### src/rtl/pe_pkg.sv
// Shared constants and FSM state type for the processing-element controller.
package pe_pkg;

   localparam int unsigned DATA_W    = 32;
   localparam int unsigned N_DEFAULT = 16;

   typedef enum logic [2:0] {
      PeIdle  = 3'd0,
      PeClear = 3'd1,
      PeLoadA = 3'd2,
      PeLoadB = 3'd3,
      PeMac   = 3'd4,
      PeDone  = 3'd5
   } pe_ctrl_state_t;

endpackage

### src/rtl/pe_controller_if.sv
// Command/vector/result handshakes plus the processing-element control bundle.
interface pe_controller_if
   import pe_pkg::*;
#(
   parameter int unsigned N = N_DEFAULT
) ();

   localparam int unsigned LW = $clog2(N) + 1;
   localparam int unsigned PW = $clog2(N);

   logic                  cmd_valid;
   logic                  cmd_ready;
   logic [LW-1:0]         cmd_len;
   logic                  vec_valid;
   logic                  vec_ready;
   logic [N*DATA_W-1:0]   vec_data;
   logic                  res_valid;
   logic                  res_ready;
   logic [DATA_W-1:0]     res_data;
   logic                  err;
   logic                  busy;

   logic                  rst_mul;
   logic                  mac_ctrl;
   logic                  inc_pc;
   logic                  mat_mux;
   logic                  write_mat;
   logic [N*DATA_W-1:0]   pe_datain;
   logic [PW-1:0]         pe_pc;
   logic [DATA_W-1:0]     pe_dataout;

   // Controller side.
   modport slave (
      input  cmd_valid, cmd_len, vec_valid, vec_data, res_ready, pe_pc, pe_dataout,
      output cmd_ready, vec_ready, res_valid, res_data, err, busy,
             rst_mul, mac_ctrl, inc_pc, mat_mux, write_mat, pe_datain
   );

   // Host and processing-element side.
   modport master (
      output cmd_valid, cmd_len, vec_valid, vec_data, res_ready, pe_pc, pe_dataout,
      input  cmd_ready, vec_ready, res_valid, res_data, err, busy,
             rst_mul, mac_ctrl, inc_pc, mat_mux, write_mat, pe_datain
   );

endinterface

### src/rtl/pe_controller.sv
// Sequences one dot-product command through a processing element:
// clear, load A, load B, len MAC cycles, then hold the result until consumed.
module pe_controller
   import pe_pkg::*;
#(
   parameter int unsigned N = N_DEFAULT
) (
   input  logic           clk,
   input  logic           rst_n,
   pe_controller_if.slave bus
);

   localparam int unsigned LW = $clog2(N) + 1;
   localparam int unsigned PW = $clog2(N);

   pe_ctrl_state_t state_q, state_d;
   logic [LW-1:0]  len_q, len_d;
   logic [LW-1:0]  cnt_q, cnt_d;
   logic           err_q, err_d;

   always_ff @(posedge clk or negedge rst_n) begin
      if (!rst_n) begin
         state_q <= PeIdle;
         len_q   <= '0;
         cnt_q   <= '0;
         err_q   <= 1'b0;
      end else begin
         state_q <= state_d;
         len_q   <= len_d;
         cnt_q   <= cnt_d;
         err_q   <= err_d;
      end
   end

   always_comb begin
      state_d = state_q;
      len_d   = len_q;
      cnt_d   = cnt_q;
      err_d   = err_q;
      unique case (state_q)
         PeIdle: begin
            if (bus.cmd_valid) begin
               len_d   = (bus.cmd_len > LW'(N)) ? LW'(N) : bus.cmd_len;
               cnt_d   = '0;
               err_d   = 1'b0;
               state_d = PeClear;
            end
         end
         PeClear: state_d = PeLoadA;
         PeLoadA: begin
            if (bus.vec_valid) state_d = PeLoadB;
         end
         PeLoadB: begin
            if (bus.vec_valid) begin
               cnt_d   = '0;
               state_d = (len_q == '0) ? PeDone : PeMac;
            end
         end
         PeMac: begin
            // Mismatch is only recorded; the sequence still runs to completion.
            if (bus.pe_pc != cnt_q[PW-1:0]) err_d = 1'b1;
            if ((cnt_q + LW'(1)) == len_q) begin
               state_d = PeDone;
            end else begin
               cnt_d = cnt_q + LW'(1);
            end
         end
         PeDone: begin
            if (bus.res_ready) state_d = PeIdle;
         end
         default: state_d = PeIdle;
      endcase
   end

   always_comb begin
      // Ready is withheld while reset is asserted so it only appears after release.
      bus.cmd_ready = (state_q == PeIdle) && rst_n;
      bus.vec_ready = (state_q == PeLoadA) || (state_q == PeLoadB);
      bus.mat_mux   = (state_q == PeLoadA);
      bus.write_mat = bus.vec_ready && bus.vec_valid;
      bus.rst_mul   = (state_q == PeClear);
      bus.mac_ctrl  = (state_q == PeMac);
      bus.inc_pc    = (state_q == PeMac);
      bus.res_valid = (state_q == PeDone);
      bus.res_data  = (state_q == PeDone) ? bus.pe_dataout : '0;
      bus.busy      = (state_q != PeIdle);
      bus.err       = err_q;
   end

   assign bus.pe_datain = bus.vec_data;

endmodule

### src/flat_wrapper.sv
// flat-port wrapper written by rule: the top's interface ports become plain ports
module pe_controller_flat import pe_pkg::*;
#(
   parameter int unsigned N = N_DEFAULT
)
  (clk, rst_n, bus_cmd_valid, bus_cmd_len, bus_vec_valid, bus_vec_data, bus_res_ready, bus_pe_pc, bus_pe_dataout, bus_cmd_ready, bus_vec_ready, bus_res_valid, bus_res_data, bus_err, bus_busy, bus_rst_mul, bus_mac_ctrl, bus_inc_pc, bus_mat_mux, bus_write_mat, bus_pe_datain);
  pe_controller_if #(.N(N)) bus_i ();
  input  logic clk;
  input  logic rst_n;
  input wire logic [$bits(bus_i.cmd_valid)-1:0] bus_cmd_valid;
  input wire logic [$bits(bus_i.cmd_len)-1:0] bus_cmd_len;
  input wire logic [$bits(bus_i.vec_valid)-1:0] bus_vec_valid;
  input wire logic [$bits(bus_i.vec_data)-1:0] bus_vec_data;
  input wire logic [$bits(bus_i.res_ready)-1:0] bus_res_ready;
  input wire logic [$bits(bus_i.pe_pc)-1:0] bus_pe_pc;
  input wire logic [$bits(bus_i.pe_dataout)-1:0] bus_pe_dataout;
  output wire logic [$bits(bus_i.cmd_ready)-1:0] bus_cmd_ready;
  output wire logic [$bits(bus_i.vec_ready)-1:0] bus_vec_ready;
  output wire logic [$bits(bus_i.res_valid)-1:0] bus_res_valid;
  output wire logic [$bits(bus_i.res_data)-1:0] bus_res_data;
  output wire logic [$bits(bus_i.err)-1:0] bus_err;
  output wire logic [$bits(bus_i.busy)-1:0] bus_busy;
  output wire logic [$bits(bus_i.rst_mul)-1:0] bus_rst_mul;
  output wire logic [$bits(bus_i.mac_ctrl)-1:0] bus_mac_ctrl;
  output wire logic [$bits(bus_i.inc_pc)-1:0] bus_inc_pc;
  output wire logic [$bits(bus_i.mat_mux)-1:0] bus_mat_mux;
  output wire logic [$bits(bus_i.write_mat)-1:0] bus_write_mat;
  output wire logic [$bits(bus_i.pe_datain)-1:0] bus_pe_datain;
  assign bus_i.cmd_valid = bus_cmd_valid;
  assign bus_i.cmd_len = bus_cmd_len;
  assign bus_i.vec_valid = bus_vec_valid;
  assign bus_i.vec_data = bus_vec_data;
  assign bus_i.res_ready = bus_res_ready;
  assign bus_i.pe_pc = bus_pe_pc;
  assign bus_i.pe_dataout = bus_pe_dataout;
  assign bus_cmd_ready = bus_i.cmd_ready;
  assign bus_vec_ready = bus_i.vec_ready;
  assign bus_res_valid = bus_i.res_valid;
  assign bus_res_data = bus_i.res_data;
  assign bus_err = bus_i.err;
  assign bus_busy = bus_i.busy;
  assign bus_rst_mul = bus_i.rst_mul;
  assign bus_mac_ctrl = bus_i.mac_ctrl;
  assign bus_inc_pc = bus_i.inc_pc;
  assign bus_mat_mux = bus_i.mat_mux;
  assign bus_write_mat = bus_i.write_mat;
  assign bus_pe_datain = bus_i.pe_datain;
  pe_controller #(.N(N)) u_core (.clk(clk), .rst_n(rst_n), .bus(bus_i));
endmodule
### config.mk
export PLATFORM = sky130hd
export DESIGN_NAME = pe_controller_flat
export DESIGN_NICKNAME = d
export VERILOG_FILES = /design/src/rtl/pe_pkg.sv /design/src/rtl/pe_controller_if.sv /design/src/rtl/pe_controller.sv /design/src/flat_wrapper.sv
export SDC_FILE = /design/constraint.sdc
export NUM_CORES = 1
export LEC_CHECK = 0
export CAP_MARGIN = 20
export CORE_AREA = 2 2 430 432
export CTS_CLUSTER_SIZE = 28
export DETAILED_ROUTE_END_ITERATION = 16
export DIE_AREA = 0 0 432 434
export HOLD_SLACK_MARGIN = 0.15
export SYNTH_ARGS = -nofsm -noshare
export SYNTH_HDL_FRONTEND = slang
export SYNTH_SLANG_ARGS = --single-unit
### constraint.sdc
create_clock -name clk -period 2.04 [get_ports clk]
set_clock_uncertainty 0.1 [all_clocks]
set_input_delay 0.306 -clock clk [delete_from_list [all_inputs] [get_ports clk]]
set_output_delay 0.306 -clock clk [all_outputs]
set_load 0.01 [all_outputs]
## After elaboration in Yosys (flattened, before gate mapping)

Index checks and enable logic that the tools add are counted.

- $add $sub $neg: 1
- Multipliers: 0
- Divide/modulo/power cells: 0
- Order comparisons: 1
- Eq/ne operators: 14
- Shifts and indexed selects: 0
- Multiplexer cells: 16
- Bitwise gates (word level): 0
- Reduce and logical (&&, ||, !) cells: 12

Operators with widths:

| operator | count |
|---|---|
| 32-bit two-way mux | 1 |
| 5-bit two-way mux | 4 |
| 3-bit one-hot mux with 6 select lines | 1 |
| 3-bit two-way mux | 5 |
| 5-bit one-hot mux with 3 select lines | 1 |
| 2-bit inequality test (second input constant) | 5 |
| 3-bit by 2-bit == test with 1-bit output (second input constant) | 2 |
| 3-bit == test (second input constant) | 2 |
| 3-bit nonzero test | 2 |
| 5-bit by 1-bit adder with 5-bit output (second input constant) | 1 |
| 5-bit == test | 1 |
| 5-bit > comparator (second input constant) | 1 |
| 5-bit logical NOT | 1 |
| 5-bit AND reduction | 1 |
| 2-bit by 1-bit inequality test with 1-bit output (second input constant) | 2 |
| 4-bit inequality test | 1 |
| 4-bit AND reduction | 1 |
| 3-bit by 1-bit == test with 1-bit output (second input constant) | 1 |
| 3-bit logical NOT | 1 |
| 1-bit two-way mux | 3 |
| 3-bit AND reduction | 1 |
| 1-bit logical AND | 2 |
| 1-bit one-hot mux with 2 select lines | 1 |
| 2-bit AND reduction | 1 |
| other kinds (2) | 2 |

- Register bits: 14
- Latch bits: 0
- RAM bits: 0
- Memory bits (read-only): 0
- Input bits: 558
- Output and inout port bits: 554
- Logic and storage cells: 48
- Memories: 0

## Logic depth before layout (Yosys ltp)

Gate-level depths: netlist (run 1).

- Depth in word-level cells: 4
- Depth in mapped cells: 6
- Mapped depth without buffers: 6

## Worst setup path before layout (run 1)

Ideal clock, no wire load.

- Kind: register to register
- Start point: register u_core.cnt_q[0]
- End point: register u_core.cnt_q[3]
- Setup time: 128 ps
- Arrival: 1651 ps
- Setup slack: 161 ps
- Stages on the path, launching flop included: 7
- Buffers on the path: 0
- Cells stage by stage: dfrtp_1 > ha_1 > xnor2_1 > xnor2_1 > or4_4 > nand2_4 > o31ai_1

- Cells in the longest elaborated chain, start to end: 4
- Elaborated cells between the ends (all ways): 6

Ends and longest elaborated chain:

| what | line | source |
|---|---|---|
| from (decl) | pe_controller.sv:18 | `logic [LW-1:0] cnt_q, cnt_d;` |
| from (signal assigned) | pe_controller.sv:30 | `cnt_q <= cnt_d;` |
| 5-bit by 1-bit adder with 5-bit output (*) | pe_controller.sv:62, pe_controller.sv:65 |  |
| 5-bit == test | pe_controller.sv:62 | `if ((cnt_q + LW'(1)) == len_q) begin` |
| 2-bit inequality test (no source line) | - |  |
| 4-bit AND reduction (no source line) | - |  |

Mark *: on every way between the ends. The rest lies on a longest branch, timed or not. The select of a mux whose other input is x is not followed.
A chain may end at the register's enable or synchronous reset.

## Worst setup path in the final report (run 1)

- Start point: register u_core.state_q[2]
- End point: output bus_res_data[15]

- Cells in the longest elaborated chain, start to end: 2

Ends and longest elaborated chain:

| what | line | source |
|---|---|---|
| from (decl) | pe_controller.sv:16 | `pe_ctrl_state_t state_q, state_d;` |
| from (signal assigned) | pe_controller.sv:23 | `state_q <= PeIdle;` |
| from (signal assigned) | pe_controller.sv:28 | `state_q <= state_d;` |
| 3-bit == test | pe_controller.sv:85 | `bus.res_data = (state_q == PeDone) ? bus.pe_dataout : '0;` |
| 32-bit two-way mux | pe_controller.sv:85 |  |
| to (decl) | flat_wrapper.sv:20 | `output wire logic [$bits(bus_i.res_data)-1:0] bus_res_data;` |

No other way between the ends.

==> results of run 1 <==
==> cell usage in the layout, fill, tap and decap left out, types with 5 or more instances in the layout <==
master / Yosys / layout
clkdlybuf4s50_1: 0 / 46
buf_6: 0 / 18
and2_1: 34 / 17
and2_4: 0 / 17
buf_4: 513 / 15
dfrtp_1: 14 / 14
buf_2: 1 / 13
nand2_1: 11 / 11
xor2_1: 8 / 8
o21ai_0: 7 / 7
buf_12: 0 / 7
nand2b_1: 5 / 5
==> logic make-up after synthesis <==
group	count (synthesis)
buffers and inverters	523
AND/OR/NAND/NOR	69
AO/OA/AOI/OAI	22
flip-flops	14
XOR/XNOR	13
multiplexers	1
adder cells (fa/ha/maj)	1
==> area by class of cell <==
class / instances / area (sq um) / share of cell area
inverter: 4 / 15.01 / 0.002800
antenna: 3 / 7.507 / 0.001400
timing repair buffer: 109 / 1142 / 0.2130
tap: 2385 / 2984 / 0.5565
sequential: 14 / 350.3 / 0.06533
multi-input combinational: 106 / 774.5 / 0.1444
clock buffer: 4 / 88.84 / 0.01657
==> where the power goes <==
group | total (mW) | switching, mW | internal, mW | leakage [nW]
combinational | 1.72 | 0.845 | 0.876 | 0.904
clock | 0.409 | 0.112 | 0.297 | 0.0442
sequential | 0.456 | 0.0901 | 0.366 | 0.183
total | 2.59 | 1.05 | 1.54 | 1.13
==> registers in the layout, indices dropped and copies added, names as in the netlist <==
register	count
u_core.state_q	3
u_core.bus.err	1
u_core.cnt_q	5
u_core.len_q	5
==> worst max-delay path, delay by kind of cell (launching register included) <==
kind | cells | cell delay (ns)
flip-flops | 1 | 0.36
buffers and inverters | 5 | 0.62
AND/OR/NAND/NOR | 2 | 0.33
==> worst max-delay path by stage <==
stage                      startpoint          endpoint  slack [ns]  cells after the start
CTS                 u_core.state_q[1]  bus_res_data[23]       -0.10                      5
detailed placement  u_core.state_q[2]  bus_res_data[14]      -0.007                      5
floorplan             u_core.cnt_q[0]   u_core.cnt_q[3]        0.16                      6
global route        u_core.state_q[2]  bus_res_data[22]       -0.04                      7
finish              u_core.state_q[2]  bus_res_data[15]        0.04                      7
global placement    u_core.state_q[2]   bus_res_data[4]        0.03                      5
==> routing by layer <==
metal	wire, um	track usage
met1	9924	0.02786
met2	66810	0.2402
met3	49230	0.2383
met4	1460	0.01748
met5	490	0.01769
==> timing repair <==
action	in CTS	in global routing
hold buffers	0	0
resized for setup	106	71
gates cloned	3	1
buffers inserted	1	5
pin swaps	1	13
endpoints found under the setup margin	37	38
==> per-stage QoR <==
step / utilization / setup WS [ns] / area [sq um]
after floorplan: - / 0.1607 / 4940
after global placement: 0.02780 / 0.03350 / 5072
after detailed placement: 0.02780 / -0.006714 / 5072
after CTS: 0.02926 / -0.1016 / 5340
after global routing: 0.02937 / -0.03814 / 5360
final: 0.02939 / 0.04314 / 5363
==> results.md, run 1 <==
* Final Net Count at 797
* RSZ-0062 raised after global routing: yes
* Period utilization at 0.9789
* Compound-cell area share of the yosys netlist at 0.03191
* Slowest CP cell: dfrtp_1
* Mean post-synth cell area at 7.682 sq um
* Share of cells above drive strength 1 at 0.3797
* Cell mode on critical path: buf_12
* Clk_lat worst skew at 0.25 ns
* First-pass GRT wire length at 132.7 mm
* FF-to-FF Start: u_core.cnt_q[1]
* Clock slew seen by the registers of the worst setup and hold paths at 0.05 ns
* Combinational family with the most area after synthesis: buffers and inverters
* Worst min path class: in2async
* Synthesized instance count at 643
* WL/cell at 48.73 um
* #FFs+latches synth at 14
* Largest net degree at the start of global routing at 17
* I/O Pins at 1112
* YS warnings at 0
* Inst Count DP at 2609
* Root Buffer: clkbuf_16
* DP HPWL at 122.9 mm
* Simple-gate share of the synthesized area at 0.08181
* Post-synth ARST share at 1.000
* Worst path max stage delay at 0.36 ns
* R2r setup slk at between 0.1 and 0.15 ns
* R2R depth at 6
* DRT Wirelength at 127.9 mm
* Critical path fanouts, max at 8
* Layout filler cell count at 21700
* CTS tree: built
* Post-synthesis mux area share at 0.002280
* Top_reg_cell synth: dfrtp_1
* P&R area growth vs syn at 8.561%
* Status: finished clean
* Die Y-Extent at 434 um
* Count of cell types in the netlist at 33
* Critical path arrival at 1.59 ns
* First drt pass iteration count at 4
* GRT overflow at 0
* Max Root-Sink Buffers at 2
* Hold WS at approximately 0.31 ns
* Peak supply drop at 0.2367 mV
* Critical path type: reg2out
* Drt initial violations at 254
* Top cells by area, synth: buf_4, dfrtp_1, and2_1
* Final setup violation count at 0
* Post-route ant nets at 0
* Gpl congestion at 0.7802
* CP required at approximately 1.6 ns
* FF-to-FF End: u_core.cnt_q[3]
* Vias in the first global route at 2432
* Initial Util at 0.02707
* Synth top area share at 0.7796
* Power per cell area at roughly 480 nW/um^2
* Fmax at 500.8 MHz
* Total chip power at 2.586 mW
* Die area at 187500 sq um
* Worst slew pin tran at approximately 0.45 ns
* Tmin final at about 2 ns
* Clock buffer count from CTS at 3
* Critical path startpoint category: flip-flop
* Post-synth EDFFs at 0
* Seq/Total Area, Yosys at 0.07092
* Post-synth top cells: buf_4, and2_1, dfrtp_1
* Most area-hungry cell type in the Yosys netlist: buf_4
* Die Wd at around 430 um
* Port Buffers at 87
* Core ar. at between 150000 and 200000 sq um
* XOR/XNOR share of the synthesized area at 0.02305
* Adder-cell share of the synthesized area at 0.002533
* Setup tns final at 0 ns
* Post-route insts no fill at 2625
* Initial antenna violation count at 10
* Drt via density at approximately 1.0
* Slew margin rel. at 0.6979
* H-tree Lvls at 1
* Most instantiated library cell after synthesis: buf_4
* Crit. End Element: output pin
* Row cnt at ~160
* Slew Viols, Final at 0
* Syn nets at approximately 1200
* GRT Util Overall at 0.1303
* Final hold viol count at 0
* Lkg Pwr at 1.131 nW
* Max-Cap Viols at 0
* Critical-path cell list: inv_2, nor3b_4, buf_12, buf_12, clkbuf_16, and2_1, buf_2
* DRC at 0
* Vias at 2726
* Synthesized cell area at 4940 sq um
* Clk sinks at 14
No activity file was read; power rests on OpenSTA's default activity.
==> run 2: changes to the inputs <==
--- a/config.mk
+++ b/config.mk
@@ -7,7 +7,6 @@
 export LEC_CHECK = 0
 export CAP_MARGIN = 20
 export CORE_AREA = 2 2 430 432
-export CTS_CLUSTER_SIZE = 28
 export DETAILED_ROUTE_END_ITERATION = 16
 export DIE_AREA = 0 0 432 434
 export HOLD_SLACK_MARGIN = 0.15
==> constraint.sdc (replaced) <==
create_clock -name clk -period 2.04 [get_ports clk]
set_clock_uncertainty 0.1 [all_clocks]
set_input_delay 0.408 -clock clk [delete_from_list [all_inputs] [get_ports clk]]
set_output_delay 0.408 -clock clk [all_outputs]
set_load 0.01 [all_outputs]
==> run 2 against run 1 <==
Against the previous run:
- largest cell class unchanged
- sequential share of layout area decreased by 0.38 points
- design area increased by 6.5%
- critical path depth increased by 1
- combinational power increased by 24%
- non-clock buffer count increased by 16
- first-iteration DRC count decreased by 49%
- count of clock-buffer cells in the layout unchanged
- highest routed layer unchanged
- the run now ends with negative setup slack left
==> results.md, run 2 (synthesized netlist as in run 1, its figures left out) <==
* Clock slew seen by the registers of the worst setup and hold paths at around 0.05 ns
* Post-route insts no fill at 2640
* CTS tree: built
* Setup tns final at -2.117 ns
* Pre-CTS setup slack at -0.1763 ns
* Inst Count DP at 2614
* Die Wd at 432 um
* DRC at 0
* Commonest non-fill, non-tap cell in the layout: clkdlybuf4s50_1
* CP required at ~1.5 ns
* Status: finished, violations left
* Root Buffer: clkbuf_16
* Hold Path Sink: u_core.cnt_q[4]
* H-tree Lvls at 1
* WL/cell at 48.30 um
* Comb pwr share at 0.714
* Placed Area at 5135 sq um
* Critical-path cell list: nor3b_4, buf_12, buf_16, buf_12, buf_12, buf_6, and2_4, buf_6
* Sw frac at 0.3870
* Layout filler cell count at 21640
* Core ar. at 182500 sq um
* Worst path max stage delay at 0.39 ns
* Largest net degree at the start of global routing at 15
* Clk_lat worst skew at 0.25 ns
* Critical path fanouts, max at 3
* DP HPWL at approximately 120 mm
* Critical path type: reg2out
* Initial Util at 0.02707
* Hold_sp: u_core.cnt_q[4]
* Commonest cells after routing, fill and taps aside: clkdlybuf4s50_1, buf_6, and2_4
* Sw power at between 1 and 1.5 mW
* Max-Cap Viols at 0
* DRT Wirelength at 127.5 mm
* FF-to-FF Start: u_core.state_q[0]
* Port Buffers at 87
* Gpl congestion at roughly 0.8
* Final Net Count at 813
* Worst slew pin tran at 0.4227 ns
* First-pass GRT wire length at 132.7 mm
* RSZ-0062 raised after global routing: yes
* GRT Util Overall at 0.1301
* I/O Pins at 1112
* Final worst slack at -0.1881 ns
* Seq pwr share at 0.149
* FF-to-FF End: u_core.cnt_q[4]
* Final hold viol count at 0
* Drt initial violations at 130
* Reg area at 351.6 sq um
* First drt pass iteration count at 4
* Die area at 187500 sq um
* Hold WS at 0.4053 ns
* Lkg Pwr at 1.265 nW
* Drt via density at 1.038
* Leading registers by flop count: u_core.cnt_q x5, u_core.len_q x5, u_core.state_q x3
* Worst Setup SP: u_core.state_q[0]
* Power per cell area at approximately 530 nW/um^2
* Slowest CP cell: dfrtp_1
* Total chip power at ~3.0 mW
* Cell mode on critical path: buf_12
* Final setup violation count at 33
* Row cnt at 157
* GRT overflow at 0
* Critical path arrival at 1.72 ns
* Vias in the first global route at 2573
* Slew Viols, Final at 0
* Clock Power Share at 0.137
* Failing checks: negative setup slack
* P_int at 1.839 mW
* Peak supply drop at approximately 0.25 mV
* Max Root-Sink Buffers at 2
* R2r setup slk at 0.03 ns
* Die Y-Extent at between 400 and 500 um
* Core Util, Final at 0.03130
* Clock buffer count from CTS at 3
* Period utilization at 1.092
* Post-route ant nets at 0
* Worst min path class: reg2reg
* Share of cells above drive strength 1 at 0.5296
* Post-route design area at 5712 sq um
* Slew margin rel. at 0.7173
* Cell count of the worst hold path at 1
* P&R area growth vs syn at 15.63%
* Initial antenna violation count at 8
* Critical path startpoint category: flip-flop
* Vias at roughly 2700
* Clk sinks at 14
* Area of the multi-input gates at about 850 sq um
* Crit. End Element: output pin
* Fmax at 448.8 MHz
* R2R depth at 9
* Tmin final at ~2.2 ns
run 2: per-layer routing:
metal	track usage	vias to the layer above	share of wire
li1	-	690	-
met1	0.02802	975	0.080
met2	0.2395	982	0.52
met3	0.2379	78	0.38
met4	0.01817	16	0.012
met5	0.01561	-	0.0036
run 2: worst max-delay path by stage:
| stage | endpoint | slack, ns | depth (start not counted) |
|---|---|---|---|
| after floorplan | bus_res_data[22] | 0.13 | 4 |
| after global placement | bus_res_data[29] | -0.16 | 5 |
| after detailed placement | bus_res_data[29] | -0.18 | 5 |
| after CTS | bus_res_data[4] | -0.19 | 8 |
| after global routing | bus_res_data[4] | -0.25 | 9 |
| final | bus_res_data[4] | -0.19 | 8 |
run 2: layout make-up:
type	instances	share of cell area
inverter	4	0.002629
tap	2385	0.5225
clock buffer	4	0.01555
sequential	14	0.06156
multi-input combinational	106	0.1487
antenna	2	0.0008762
timing repair buffer	125	0.2482
run 2: power groups by stage:
stage / registers (mW) / clock network (mW) / logic (mW)
global route: 0.453 / 0.430 / 2.30
detailed placement: 0.446 / 0 / 1.68
global placement: 0.446 / 0 / 1.66
finish: 0.447 / 0.412 / 2.14
CTS: 0.442 / 0.419 / 1.94
floorplan: 0.435 / 0 / 1.64
run 2: critical path, delay by kind of cell (launching register included):
family / cells / cell delay (ns)
DFF: 1 / 0.39
and+or+nand+nor: 2 / 0.31
buffers and inverters: 6 / 0.73
run 2: what timing repair did:
item / CTS / global route
pin swaps: 25 / 9
gates cloned: 2 / 0
gates resized for setup: 186 / 54
hold buffers: 0 / 0
setup buffers: 11 / 7
setup endpoints to repair: 36 / 45
==> run 3: changes to the inputs <==
--- a/config.mk
+++ b/config.mk
@@ -10,6 +10,7 @@
 export DETAILED_ROUTE_END_ITERATION = 16
 export DIE_AREA = 0 0 432 434
 export HOLD_SLACK_MARGIN = 0.15
+export MAX_ROUTING_LAYER = met4
 export SYNTH_ARGS = -nofsm -noshare
 export SYNTH_HDL_FRONTEND = slang
 export SYNTH_SLANG_ARGS = --single-unit
==> run 3 against run 2 <==
Against the previous run:
- the run still ends with negative setup slack left
- critical path depth did not move
- combinational power shrank 3%
- maximum frequency is 0.44% higher
- power shrank 2.3%
- flip-flop and latch count stayed put
- setup slack better by 0.0097 ns
- final cell count about the same
- design area shrank 0.48%
- via count rose by 0.22%
- utilization about the same
- clock power about the same
- register-to-register slack better by 0.04 ns
- critical endpoint unchanged
==> results.md, run 3 (synthesized netlist as in run 1, its figures left out) <==
* Status: finished, violations left
* Failing checks: negative setup slack
* Power per cell area at 515.6 nW/um^2
* Commonest cells after routing, fill and taps aside: clkdlybuf4s50_1, buf_6, and2_4
* Clock slew seen by the registers of the worst setup and hold paths at about 0.05 ns
* GRT Util Overall at 0.1339
* Inst Count DP at 2614
* Period utilization at 1.087
* Placed Area at 5135 sq um
* Vias at 2747
* RSZ-0062 raised after global routing: yes
* Layout filler cell count at between 20000 and 25000
* Max Root-Sink Buffers at 2
* Clock Power Share at 0.141
* Row cnt at 157
* Clk sinks at 14
* Gpl congestion at 0.7908
* Die Y-Extent at 434 um
* DRT Wirelength at 127.6 mm
* Vias in the first global route at roughly 2600
* Leading registers by flop count: u_core.cnt_q x5, u_core.len_q x5, u_core.state_q x3
* Comb pwr share at 0.708
* Sw frac at 0.3865
* Commonest non-fill, non-tap cell in the layout: clkdlybuf4s50_1
* Total chip power at roughly 2.9 mW
* Clk_lat worst skew at about 0.25 ns
* GRT overflow at 0
* Port Buffers at between 80 and 90
* Critical path arrival at 1.71 ns
* P&R area growth vs syn at 15.07%
* Lkg Pwr at 1.255 nW
* Crit. End Element: output pin
* Sw power at 1.133 mW
* Post-route insts no fill at 2641
* Slew Viols, Final at 0
* H-tree Lvls at 1
* R2r setup slk at 0.07 ns
* Worst slew pin tran at 0.4317 ns
* Initial Util at 0.02707
* Largest net degree at the start of global routing at 15
* FF-to-FF Start: u_core.state_q[0]
* Core ar. at 182500 sq um
* DRC at 0
* DP HPWL at 122.4 mm
* Critical-path cell list: nor3b_4, buf_12, buf_16, buf_12, buf_12, buf_6, and2_4, buf_6
* Hold Path Sink: u_core.cnt_q[4]
* Slew margin rel. at 0.7112
* Cell count of the worst hold path at 1
* Number of buffers and inverters on the critical path at 6
* Root Buffer: clkbuf_16
* Die Wd at ~430 um
* CTS tree: built
* P_int at 1.798 mW
* Die area at 187500 sq um
* Final worst slack at -0.1784 ns
* Final hold viol count at 0
* CP Depth at 8
* Hold_sp: u_core.cnt_q[4]
* Fmax at 450.8 MHz
* Post-route design area at around 5700 sq um
* Post-route ant nets at 0
* Share of cells above drive strength 1 at 0.5179
* Critical path startpoint category: flip-flop
* Worst path max stage delay at 0.41 ns
* Initial antenna violation count at 8
* Worst min path class: reg2reg
* Cell mode on critical path: buf_12
* Final Net Count at 811
* Critical path type: reg2out
* Tmin final at between 2 and 2.5 ns
* R2R depth at 8
* Seq pwr share at 0.151
* Clock buffer count from CTS at 3
* CTS Hold Buffers Added at 0
* First drt pass iteration count at 4
* Max-Cap Viols at 0
* WL/cell at 48.32 um
* CP required at 1.53 ns
* First-pass GRT wire length at ~130 mm
* Drt initial violations at around 160
* Drt via density at 1.040
* Critical path fanouts, max at 3
* FF-to-FF End: u_core.cnt_q[4]
* I/O Pins at 1112
* Peak supply drop at about 0.25 mV
* Slowest CP cell: dfrtp_1
* Top delay family on crit path: buffers and inverters
* Final setup violation count at 32
-- run 3: layout make-up --
type | instances | area, sq um | area share
clock buffers | 4 | 88.84 | 0.01563
diodes | 5 | 12.51 | 0.002201
repair buffers | 123 | 1391 | 0.2448
flip-flops and latches | 14 | 351.6 | 0.06185
inverters | 4 | 15.01 | 0.002641
well taps | 2385 | 2984 | 0.5250
multi-input cells | 106 | 840.8 | 0.1479
-- run 3: worst max path at each step --
stage / start / end / slack, ns
after floorplan: u_core.state_q[0] / bus_res_data[22] / 0.13
after global placement: u_core.state_q[2] / bus_res_data[29] / -0.16
after detailed placement: u_core.state_q[2] / bus_res_data[29] / -0.18
after CTS: u_core.state_q[1] / bus_res_data[4] / -0.19
after global routing: u_core.state_q[2] / bus_res_data[4] / -0.25
final: u_core.state_q[1] / bus_res_data[4] / -0.18
-- run 3: stage by stage --
stage               setup TNS [ns]  setup WS (ns)  hold WS (ns)     util
floorplan                        0         0.1334       0.01241        -
global placement            -3.012        -0.1559        0.3876  0.02814
detailed placement          -3.684        -0.1763        0.3983  0.02814
CTS                         -2.528        -0.1935        0.4058  0.02992
global route                -4.460        -0.2532        0.4289  0.03115
finish                      -2.020        -0.1784        0.4049  0.03115
-- run 3: per-layer routing --
| metal | track usage | wire length (um) | part of all wire |
|---|---|---|---|
| met1 | 0.03056 | 11100 | 0.087 |
| met2 | 0.2398 | 66530 | 0.52 |
| met3 | 0.2357 | 48480 | 0.38 |
| met4 | 0.01794 | 1493 | 0.012 |
| met5 | - | 0 | 0 |
-- run 3: power by group through the flow --
stage / clock network [mW] / registers, mW / logic, mW
CTS: 0.419 / 0.442 / 1.94
detailed placement: 0 / 0.446 / 1.68
finish: 0.413 / 0.444 / 2.07
floorplan: 0 / 0.435 / 1.64
global placement: 0 / 0.446 / 1.66
global route: 0.428 / 0.452 / 2.24
-- run 3: timing repair --
action,in CTS,in global routing
buffers inserted,11,6
pin swaps,25,9
endpoints found under the setup margin,36,44
resized for setup,186,48
gates cloned,2,0
hold endpoints to repair,0,0
